## src/rtl/decode_issue_pkg.sv

```systemverilog
// Shared definitions for the decode/issue stage: widths, opcodes, instruction
// field positions and opcode classification helpers.
package decode_issue_pkg;

  localparam int XLEN   = 32;
  localparam int NREG   = 16;
  localparam int RIDX_W = 4;

  localparam logic [3:0] OP_ADD = 4'h0;
  localparam logic [3:0] OP_SUB = 4'h1;
  localparam logic [3:0] OP_CMP = 4'h2;
  localparam logic [3:0] OP_AND = 4'h3;
  localparam logic [3:0] OP_OR  = 4'h4;
  localparam logic [3:0] OP_XOR = 4'h5;
  localparam logic [3:0] OP_NEG = 4'h6;
  localparam logic [3:0] OP_NOT = 4'h7;
  localparam logic [3:0] OP_SLL = 4'h8;
  localparam logic [3:0] OP_SRL = 4'h9;
  localparam logic [3:0] OP_SRA = 4'hA;
  localparam logic [3:0] OP_MOV = 4'hB;
  localparam logic [3:0] OP_LD  = 4'hC;
  localparam logic [3:0] OP_ST  = 4'hD;
  localparam logic [3:0] OP_LIL = 4'hE;
  localparam logic [3:0] OP_HLT = 4'hF;

  localparam int OP_MSB  = 15;
  localparam int OP_LSB  = 12;
  localparam int D_MSB   = 11;
  localparam int D_LSB   = 8;
  localparam int S_MSB   = 7;
  localparam int S_LSB   = 4;
  localparam int IMM_MSB = 7;
  localparam int IMM_LSB = 0;

  typedef enum logic {
    ST_RUN  = 1'b0,
    ST_HALT = 1'b1
  } state_t;

  function automatic logic writes_dst(input logic [3:0] op);
    return (op != OP_ST) && (op != OP_HLT);
  endfunction

  function automatic logic reads_d(input logic [3:0] op);
    return op != OP_HLT;
  endfunction

  function automatic logic reads_s(input logic [3:0] op);
    return (op != OP_LIL) && (op != OP_NEG) && (op != OP_NOT) && (op != OP_HLT);
  endfunction

endpackage

```

## src/rtl/regfile16x32.sv

```systemverilog
// 16x32 register file: two combinational read ports, one write port.
// With DECODE_BYPASS_EN defined, a same-cycle write is forwarded to the reads.
module regfile16x32
  import decode_issue_pkg::*;
(
  input  logic              clk,
  input  logic              rst_n,
  input  logic [RIDX_W-1:0] ra_addr,
  input  logic [RIDX_W-1:0] rb_addr,
  output logic [XLEN-1:0]   ra_data,
  output logic [XLEN-1:0]   rb_data,
  input  logic              we,
  input  logic [RIDX_W-1:0] waddr,
  input  logic [XLEN-1:0]   wdata
);

  logic [XLEN-1:0] mem_q [NREG];
  logic [XLEN-1:0] mem_d [NREG];

  always_comb begin
    mem_d = mem_q;
    if (we) mem_d[waddr] = wdata;
  end

  // NOTE: the array is reset so that every register reads zero after rst_n,
  // which the architecture relies on; this forces flops rather than a RAM macro.
  always_ff @(posedge clk or negedge rst_n) begin
    if (!rst_n) begin
      for (int i = 0; i < NREG; i++) mem_q[i] <= '0;
    end else begin
      mem_q <= mem_d;
    end
  end

`ifdef DECODE_BYPASS_EN
  assign ra_data = (we && (waddr == ra_addr)) ? wdata : mem_q[ra_addr];
  assign rb_data = (we && (waddr == rb_addr)) ? wdata : mem_q[rb_addr];
`else
  assign ra_data = mem_q[ra_addr];
  assign rb_data = mem_q[rb_addr];
`endif

endmodule

```

## src/rtl/decode_issue.sv

```systemverilog
// Decode and operand-issue stage: pending scoreboard, hazard stall, RUN/HALT FSM
// and registered issue slot. Optional write-through via DECODE_BYPASS_EN.
module decode_issue
  import decode_issue_pkg::*;
(
  input  logic              clk,
  input  logic              rst_n,
  input  logic              inst_valid,
  input  logic [15:0]       inst,
  output logic              inst_ready,
  input  logic              wb_en,
  input  logic [RIDX_W-1:0] wb_addr,
  input  logic [XLEN-1:0]   wb_data,
  output logic [3:0]        op,
  output logic [XLEN-1:0]   tr,
  output logic [XLEN-1:0]   sr,
  output logic [RIDX_W-1:0] dst,
  output logic              iss_valid,
  output logic              halted
);

  logic [3:0]        f_op;
  logic [RIDX_W-1:0] f_d;
  logic [RIDX_W-1:0] f_s;
  logic [7:0]        f_imm;

  assign f_op  = inst[OP_MSB:OP_LSB];
  assign f_d   = inst[D_MSB:D_LSB];
  assign f_s   = inst[S_MSB:S_LSB];
  assign f_imm = inst[IMM_MSB:IMM_LSB];

  logic [XLEN-1:0] rd_d_data;
  logic [XLEN-1:0] rd_s_data;

  regfile16x32 u_regfile (
    .clk     (clk),
    .rst_n   (rst_n),
    .ra_addr (f_d),
    .rb_addr (f_s),
    .ra_data (rd_d_data),
    .rb_data (rd_s_data),
    .we      (wb_en),
    .waddr   (wb_addr),
    .wdata   (wb_data)
  );

  state_t            state_q;
  logic              halted_q;
  logic [NREG-1:0]   pending_q, pending_d;
  logic [NREG-1:0]   wb_hit;
  logic [NREG-1:0]   busy;
  logic              hazard;
  logic              accept;

  assign wb_hit = {NREG{wb_en}} & (NREG'(1) << wb_addr);

`ifdef DECODE_BYPASS_EN
  // A register being written this cycle is forwarded, so it no longer blocks.
  assign busy = pending_q & ~wb_hit;
`else
  assign busy = pending_q;
`endif

  assign hazard = (reads_d(f_op)    & busy[f_d]) |
                  (reads_s(f_op)    & busy[f_s]) |
                  (writes_dst(f_op) & busy[f_d]);

  assign inst_ready = (state_q == ST_RUN) & ~hazard;
  assign accept     = inst_valid & inst_ready;

  // Set after clear: an issuing writer re-arms its destination even if a
  // writeback to the same index lands this cycle.
  always_comb begin
    pending_d = pending_q & ~wb_hit;
    if (accept && writes_dst(f_op)) pending_d[f_d] = 1'b1;
  end

  always_ff @(posedge clk or negedge rst_n) begin
    if (!rst_n) begin
      state_q  <= ST_RUN;
      halted_q <= 1'b0;
    end else begin
      case (state_q)
        ST_RUN: begin
          if (accept && (f_op == OP_HLT)) begin
            state_q  <= ST_HALT;
            halted_q <= 1'b1;
          end
        end
        ST_HALT: begin
          state_q  <= ST_HALT;
          halted_q <= 1'b1;
        end
        default: begin
          state_q  <= ST_RUN;
          halted_q <= 1'b0;
        end
      endcase
    end
  end

  logic [3:0]        op_q, op_d;
  logic [XLEN-1:0]   tr_q, tr_d;
  logic [XLEN-1:0]   sr_q, sr_d;
  logic [RIDX_W-1:0] dst_q, dst_d;
  logic              iss_valid_q, iss_valid_d;

  always_comb begin
    op_d        = op_q;
    tr_d        = tr_q;
    sr_d        = sr_q;
    dst_d       = dst_q;
    iss_valid_d = accept;
    if (accept) begin
      op_d  = f_op;
      tr_d  = rd_d_data;
      sr_d  = (f_op == OP_LIL) ? {{(XLEN-8){1'b0}}, f_imm} : rd_s_data;
      dst_d = f_d;
    end
  end

  // NOTE: state updates use non-blocking assignments only; all next-state
  // arithmetic lives in always_comb so simulation order cannot matter.
  always_ff @(posedge clk or negedge rst_n) begin
    if (!rst_n) begin
      pending_q   <= '0;
      op_q        <= '0;
      tr_q        <= '0;
      sr_q        <= '0;
      dst_q       <= '0;
      iss_valid_q <= 1'b0;
    end else begin
      pending_q   <= pending_d;
      op_q        <= op_d;
      tr_q        <= tr_d;
      sr_q        <= sr_d;
      dst_q       <= dst_d;
      iss_valid_q <= iss_valid_d;
    end
  end

  assign op        = op_q;
  assign tr        = tr_q;
  assign sr        = sr_q;
  assign dst       = dst_q;
  assign iss_valid = iss_valid_q;
  assign halted    = halted_q;

endmodule
```

## config.mk

```make
export PLATFORM = sky130hd
export DESIGN_NAME = decode_issue
export DESIGN_NICKNAME = d
export VERILOG_FILES = /design/src/rtl/decode_issue_pkg.sv /design/src/rtl/regfile16x32.sv /design/src/rtl/decode_issue.sv
export SDC_FILE = /design/constraint.sdc
export NUM_CORES = 1
export LEC_CHECK = 0
export ABC_AREA = 1
export CORE_ASPECT_RATIO = 1.2
export CORE_UTILIZATION = 25
export CTS_CLUSTER_DIAMETER = 80
export DETAILED_ROUTE_END_ITERATION = 6
export GPL_ROUTABILITY_DRIVEN = 0
export SYNTH_ARGS = -nofsm -noshare
export SYNTH_HDL_FRONTEND = slang
export SYNTH_SLANG_ARGS = --single-unit
```

## constraint.sdc

```tcl
create_clock -name clk -period 1.6 [get_ports clk]
set_clock_uncertainty 0.1 [all_clocks]
set_input_delay 0.4 -clock clk [delete_from_list [all_inputs] [get_ports clk]]
set_output_delay 0.4 -clock clk [all_outputs]
set_load 0.01 [all_outputs]
```

Word-level counts from Yosys, hierarchy flattened --
Index checks and enable logic that the tools add are counted.
Operators by class: reduce and logical (&&, ||, !) cells 8, shift operators 1, eq/ne operators 8, magnitude comparators 7, bitwise gates (word level) 16, muxes and demuxes 21
Operators by type and width (number):
- $bwmux W512 | 1
- $bmux W32 S4 | 2
- $mux W32 | 6
- $demux W32 S4 | 1
- $and A16 B16 Y16 | 2
- $mux W16 | 1
- $not A16 Y16 | 1
- $or A16 B16 Y16 | 1
- $shl A1 B4 Y16 const A | 1
- $ge A5 B5 Y1 const B | 3
- $not A4 Y5 | 3
- $ne A4 B4 Y1 const B | 3
- $lt A4 B5 Y1 const B | 2
- $bmux W1 S4 | 2
- $eq A4 B4 Y1 const B | 2
- $logic_and A1 B1 Y1 | 8
- $ne A4 B3 Y1 const B | 2
- $and A1 B1 Y1 | 5
- $lt A5 B1 Y1 const B | 1
- $mux W1 | 5
- $demux W1 S4 | 1
- $ge A4 B1 Y1 const B | 1
- $pmux W1 S2 | 2
- $ne A2 B1 Y1 const B | 1
- 2 further kinds | 4
Storage, ports and cells: flip-flop bits (word level) 603, output and inout port bits 75, input bits 56

Depth between registers and ports, before layout --
depth in word-level cells 13, mapped depth 13

By module --
A second synthesis with hierarchy kept.
Second synthesis, totals: cells, all modules 4947, area, all modules 33684.8 sq um
Modules (own cells, without submodules):
- regfile16x32 | seq. area each 12812.3 sq um, instances 1, area each 29559.6 sq um, cells an instance 4412
- decode_issue | seq. area each 2277.2 sq um, instances 1, area each 4125.2 sq um, cells an instance 535

Worst setup path after synthesis --
Ideal clock, no wire load.
path type input port to flip-flop, from in inst[4], to reg sr_q[7], in the netlist sr[7], arrival 1.660 ns, data required time 1.384 ns, setup slack -0.277 ns, path buffers 5, library setup time 0.116 ns, stages on the path 11, cells stage by stage buf_4 -> buf_6 -> buf_4 -> buf_6 -> buf_2 -> o21ai_0 -> o21ai_0 -> o31ai_1 -> nand2_1 -> nand2_1 -> nand2_1
On the way: word-level cells in the longest chain between the ends 8, elaborated cells on any way between the ends 13, classes of those cells 6 x mux; 7 x bitwise
RTL lines:
- from (decl) | RTL line decode_issue.sv:9 | input logic [15:0] inst,
- $bmux W1 S4 | RTL line decode_issue.sv:65 | (reads_s(f_op) & busy[f_s]) |
- $mux W1 (not written as such) | RTL line decode_issue.sv:65
- $and A1 B1 Y1 | RTL line decode_issue.sv:65
- $or A1 B1 Y1 | RTL line decode_issue.sv:64 | assign hazard = (reads_d(f_op) & busy[f_d]) |
- $or A1 B1 Y1 | RTL line decode_issue.sv:65
- $not A1 Y1 | RTL line decode_issue.sv:68 | assign inst_ready = (state_q == ST_RUN) & ~hazard;
- $and A1 B1 Y1 | RTL line decode_issue.sv:68
- $and A1 B1 Y1 | RTL line decode_issue.sv:69 | assign accept = inst_valid & inst_ready;
- to (signal assigned) | RTL line decode_issue.sv:136 | sr_q <= sr_d;
- to (decl) | RTL line decode_issue.sv:104 | logic [XLEN-1:0] sr_q, sr_d;
Several ways; a longest one is shown, not always the timed one. The select of a mux whose other input is x is not followed. A chain may end at the register's enable or synchronous reset.

Worst setup path in the final report --
from reg pending_q[0], in the netlist busy[0], to out inst_ready
On the way: word-level cells in the longest chain between the ends 7, elaborated cells on any way between the ends 11, classes of those cells 4 x mux; 7 x bitwise
RTL lines:
- from (decl) | RTL line decode_issue.sv:49 | logic [NREG-1:0] pending_q, pending_d;
- from (signal assigned) | RTL line decode_issue.sv:133 | pending_q <= pending_d;
- $bmux W1 S4, on equally long branches | RTL line decode_issue.sv:64, decode_issue.sv:66, decode_issue.sv:65
- $mux W1, on equally long branches | RTL line decode_issue.sv:64, decode_issue.sv:66, decode_issue.sv:65
- $and A1 B1 Y1, on equally long branches | RTL line decode_issue.sv:64, decode_issue.sv:65
- $or A1 B1 Y1 | RTL line decode_issue.sv:64
- $or A1 B1 Y1 (*) | RTL line decode_issue.sv:65
- $not A1 Y1 (*) | RTL line decode_issue.sv:68
- $and A1 B1 Y1 (*) | RTL line decode_issue.sv:68
- to (decl) | RTL line decode_issue.sv:10 | output logic inst_ready,
Every way passes the cells marked *; elsewhere a longest branch is shown, timed or not. The select of a mux whose other input is x is not followed.

==> impl_metrics.env <==
export IMPL_clock_sink_count=603
export IMPL_critPathLaunchType="register"
export IMPL_synth_top_cells_by_area="sky130_fd_sc_hd__dfrtp_1, sky130_fd_sc_hd__o21ai_0, sky130_fd_sc_hd__nand2_1"
export IMPL_cts_root_to_sink_buffers=3
export IMPL_detailedRoute_firstPassIterationCount=7
export IMPL_top_cells_by_instance_count_after_synthesis="sky130_fd_sc_hd__nand2_1, sky130_fd_sc_hd__o21ai_0, sky130_fd_sc_hd__dfrtp_1"
export IMPL_cell_area_after_synthesis_um2=30500
export IMPL_run_status="finished with violations"
export IMPL_grt_pass1_wl_um=177000
export IMPL_worst_slew_pin_transition_ns=0.706
export IMPL_first_global_vias=28100
export IMPL_synth_enable_flop_cells=0
export IMPL_max_vdd_ir_drop_uv=694
export IMPL_power_density_cell_area_nw_per_um2=1110
export IMPL_leakagePower_nw=17.9
export IMPL_synth_top_cell_area_share_pct=49.5
export IMPL_gr_usage_all_layers_pct=18.7
export IMPL_synth_distinct_cells=31
export IMPL_layout_setup_ws_ns=-0.734
export IMPL_rsz0062_at_grt="yes"
export IMPL_timing_fmax_mhz=429
export IMPL_cts_htree_levels=3
export IMPL_die_footprint_um2=123000
export IMPL_synth_flop_cell="sky130_fd_sc_hd__dfrtp_1"
export IMPL_max_cap_viol_count=0
export IMPL_antennaDiodeCount=0
export IMPL_clock_root_buffer="sky130_fd_sc_hd__clkbuf_16"
export IMPL_violations_in_the_final_reports="setup timing"
export IMPL_die_height_um=385
export IMPL_fp_dieW_um=321
export IMPL_clock_latency_ns=0.64
export IMPL_synth_area_per_cell_um2=7.53
export IMPL_pin_count_of_the_biggest_net_entering_global_routing=105
export IMPL_worst_ep_arrival_time_ns=1.83
export IMPL_cts_buffers=68
export IMPL_totalNegativeSetupSlack_ns=-53.19
export IMPL_final_layout_size_suffix_gt1_share_pct=14.0
export IMPL_final_min_period_over_clock_period_pct=146
export IMPL_post_route_min_period_ns=2.33
export IMPL_worst_endpoint_required_ns=1.10
export IMPL_routed_wl_um=118000
export IMPL_setup_viol=166
export IMPL_tritoncts="done"
export IMPL_via_count=29300
export IMPL_synth_most_common_cell="sky130_fd_sc_hd__nand2_1"
export IMPL_dp_hpwl_um=71900
export IMPL_floorplan_row_count=140
export IMPL_hold_violations=0
export IMPL_ant_nets=0
export IMPL_clk_pin_slew_worst_paths_ns=0.06
export IMPL_post_drt_via_cell_ratio=4.94
export IMPL_placement_cell_area_um2=35800
export IMPL_grt_overflow_total=0
export IMPL_worstSetupPathType="reg -> out"
export IMPL_worst_hold_path_type="in -> async"
export IMPL_syn_instance_count=4054
export IMPL_wl_per_cell_um=19.8
export IMPL_critical_path_peak_fanout=3
export IMPL_io_buffer_count=130
export IMPL_fillCellCount=12900
export IMPL_core_area_um2=121000
export IMPL_i_o_pins=131
export IMPL_endpoint_kind="output pin"
export IMPL_relSlewSlack_pct=52.9
export IMPL_start_util_pct=25.2
export IMPL_synth_nets=4110
export IMPL_finish_utilization_pct=32.3
export IMPL_report_final_slew_viol_count=0
export IMPL_post_layout_total_power_mw=43.4
export IMPL_drt_drc_violations_left=0
export IMPL_nNetsFinal=4305
export IMPL_post_synth_arst_share_pct=100
export IMPL_finalInstanceArea_um2=39100
export IMPL_antenna_found_initial=2
export IMPL_synthesis_yosys_warnings=0
export IMPL_synth_seq_cells=603
export IMPL_drt_iter0_drc=3210
export IMPL_dp_cells=5739
export IMPL_flow_area_growth_from_synthesis_pct=28.3
export IMPL_non_filler_cells_in_the_finished_layout=5935
export IMPL_portion_of_the_post_synthesis_area_used_by_sequential_elements_pct=49.5
export IMPL_yosys_area_top_type="sky130_fd_sc_hd__dfrtp_1"
[worst max-delay path, cell delays in order (launching register included)]
cell and delay [ns]:
sky130_fd_sc_hd__dfrtp_1 0.42, sky130_fd_sc_hd__nand2_1 0.09, sky130_fd_sc_hd__nand2_1 0.05, sky130_fd_sc_hd__nand2_1 0.05, sky130_fd_sc_hd__nand2_1 0.05, sky130_fd_sc_hd__nand2_1 0.06, sky130_fd_sc_hd__nand2_1 0.06, sky130_fd_sc_hd__o21ai_2 0.16
sky130_fd_sc_hd__nand3_2 0.11, sky130_fd_sc_hd__inv_2 0.07, sky130_fd_sc_hd__buf_6 0.09
[metrics by stage]
step | hold WS [ns] | setup WS [ns]
floorplan | 0.00441 | -0.185
global placement | 0.133 | -1.26
detailed placement | 0.135 | -1.21
CTS | 0.0568 | -0.742
global route | 0.104 | -0.842
finish | 0.0884 | -0.734
[placed cells by master, fill, tap and decap left out, types with 3 or more instances in the layout]
cell type / Yosys / layout
sky130_fd_sc_hd__nand2_2: 0 / 33
sky130_fd_sc_hd__clkinv_2: 0 / 15
sky130_fd_sc_hd__nor2_4: 1 / 9
sky130_fd_sc_hd__dfrtp_1: 603 / 600
sky130_fd_sc_hd__nand2_4: 0 / 8
sky130_fd_sc_hd__a22oi_1: 19 / 19
sky130_fd_sc_hd__nand3_4: 0 / 4
sky130_fd_sc_hd__clkbuf_16: 0 / 72
sky130_fd_sc_hd__o211ai_1: 77 / 77
sky130_fd_sc_hd__bufinv_16: 0 / 4
sky130_fd_sc_hd__o221ai_1: 15 / 15
sky130_fd_sc_hd__nand4_1: 31 / 31
sky130_fd_sc_hd__o21ai_1: 1 / 26
sky130_fd_sc_hd__clkinv_1: 3 / 4
sky130_fd_sc_hd__clkbuf_8: 0 / 15
sky130_fd_sc_hd__nor2_1: 95 / 90
sky130_fd_sc_hd__inv_6: 0 / 6
sky130_fd_sc_hd__nand3_1: 155 / 144
sky130_fd_sc_hd__buf_4: 6 / 191
sky130_fd_sc_hd__a31o_2: 8 / 8
sky130_fd_sc_hd__buf_16: 0 / 8
sky130_fd_sc_hd__a211oi_1: 7 / 7
sky130_fd_sc_hd__buf_6: 2 / 46
sky130_fd_sc_hd__a21oi_1: 114 / 114
sky130_fd_sc_hd__o22ai_1: 11 / 11
sky130_fd_sc_hd__buf_8: 0 / 3
sky130_fd_sc_hd__buf_12: 0 / 115
sky130_fd_sc_hd__nand3_2: 0 / 7
sky130_fd_sc_hd__clkdlybuf4s50_1: 0 / 49
sky130_fd_sc_hd__buf_2: 60 / 38
sky130_fd_sc_hd__o21ai_2: 0 / 8
sky130_fd_sc_hd__dfrtp_2: 0 / 3
sky130_fd_sc_hd__o21ai_0: 1088 / 1055
sky130_fd_sc_hd__inv_2: 3 / 6
sky130_fd_sc_hd__inv_1: 282 / 276
sky130_fd_sc_hd__nand2_1: 1199 / 1158
sky130_fd_sc_hd__clkbuf_1: 256 / 13
[cells by family after synthesis]
logic type / count (synthesis) / synth area share, %
flops: 603 / 49.5
compound gates: 1345 / 23.3
simple gates: 1486 / 19.2
buf+inv: 620 / 8.00
[where the power goes]
part | internal [mW] | leakage [nW] | switching [mW]
logic | 2.94 | 9.05 | 4.54
registers | 17.9 | 7.76 | 1.84
clock network | 9.41 | 1.13 | 6.74
total | 30.3 | 17.9 | 13.1
[flip-flops by register name, indices dropped and copies added (netlist names)]
register         count
iss_valid            1
halted               1
op                   4
dst                  4
state_q              1
tr                  32
busy                16
u_regfile.mem_q    512
sr                  32
[area by class of cell]
class / instances / area, um2 / area share, %
clock inverters: 25 / 262 / 0.668
clock buffers: 98 / 2010 / 5.13
repair buffers: 457 / 5340 / 13.7
multi-input cells: 2831 / 13300 / 34.0
flip-flops and latches: 603 / 15100 / 38.6
inverters: 288 / 1080 / 2.77
well taps: 1633 / 2040 / 5.22
[per-layer routing]
| metal | GRT usage (%) | wire length (um) | vias up |
|---|---|---|---|
| met4 | 7.55 | 4400 | 2 |
| met1 | 24.1 | 49200 | 14100 |
| met5 | 0 | 13 | - |
| met3 | 3.12 | 8520 | 243 |
| met2 | 31.2 | 55400 | 1180 |
| li1 | - | - | 13800 |
[what timing repair did]
action | 4_1_cts | 5_1_grt
setup endpoints to repair | 166 | 166
hold buffers | 1 | 0
hold endpoints to repair | 545 | 0
pin swaps | 18 | 11
gates resized for setup | 407 | 66
cloned | 13 | 3
setup buffers | 41 | 22
[path summary, 6_finish.rpt]
check / start / cells past startpoint / slack, ns / to
worst max-delay path: busy[0] / 10 / -0.73 / inst_ready
worst min-delay path: rst_n / 2 / 0.09 / op[2]
worst max register to register: busy[0] / 17 / -0.68 / busy[14]
worst min register to register: sr[26] / 2 / 0.37 / sr[26]
max in group asynchronous: rst_n / 4 / 0.53 / sr[13]
min in group clk: inst[9] / 4 / 0.27 / dst[1]
No activity file was read; power rests on OpenSTA's default activity.
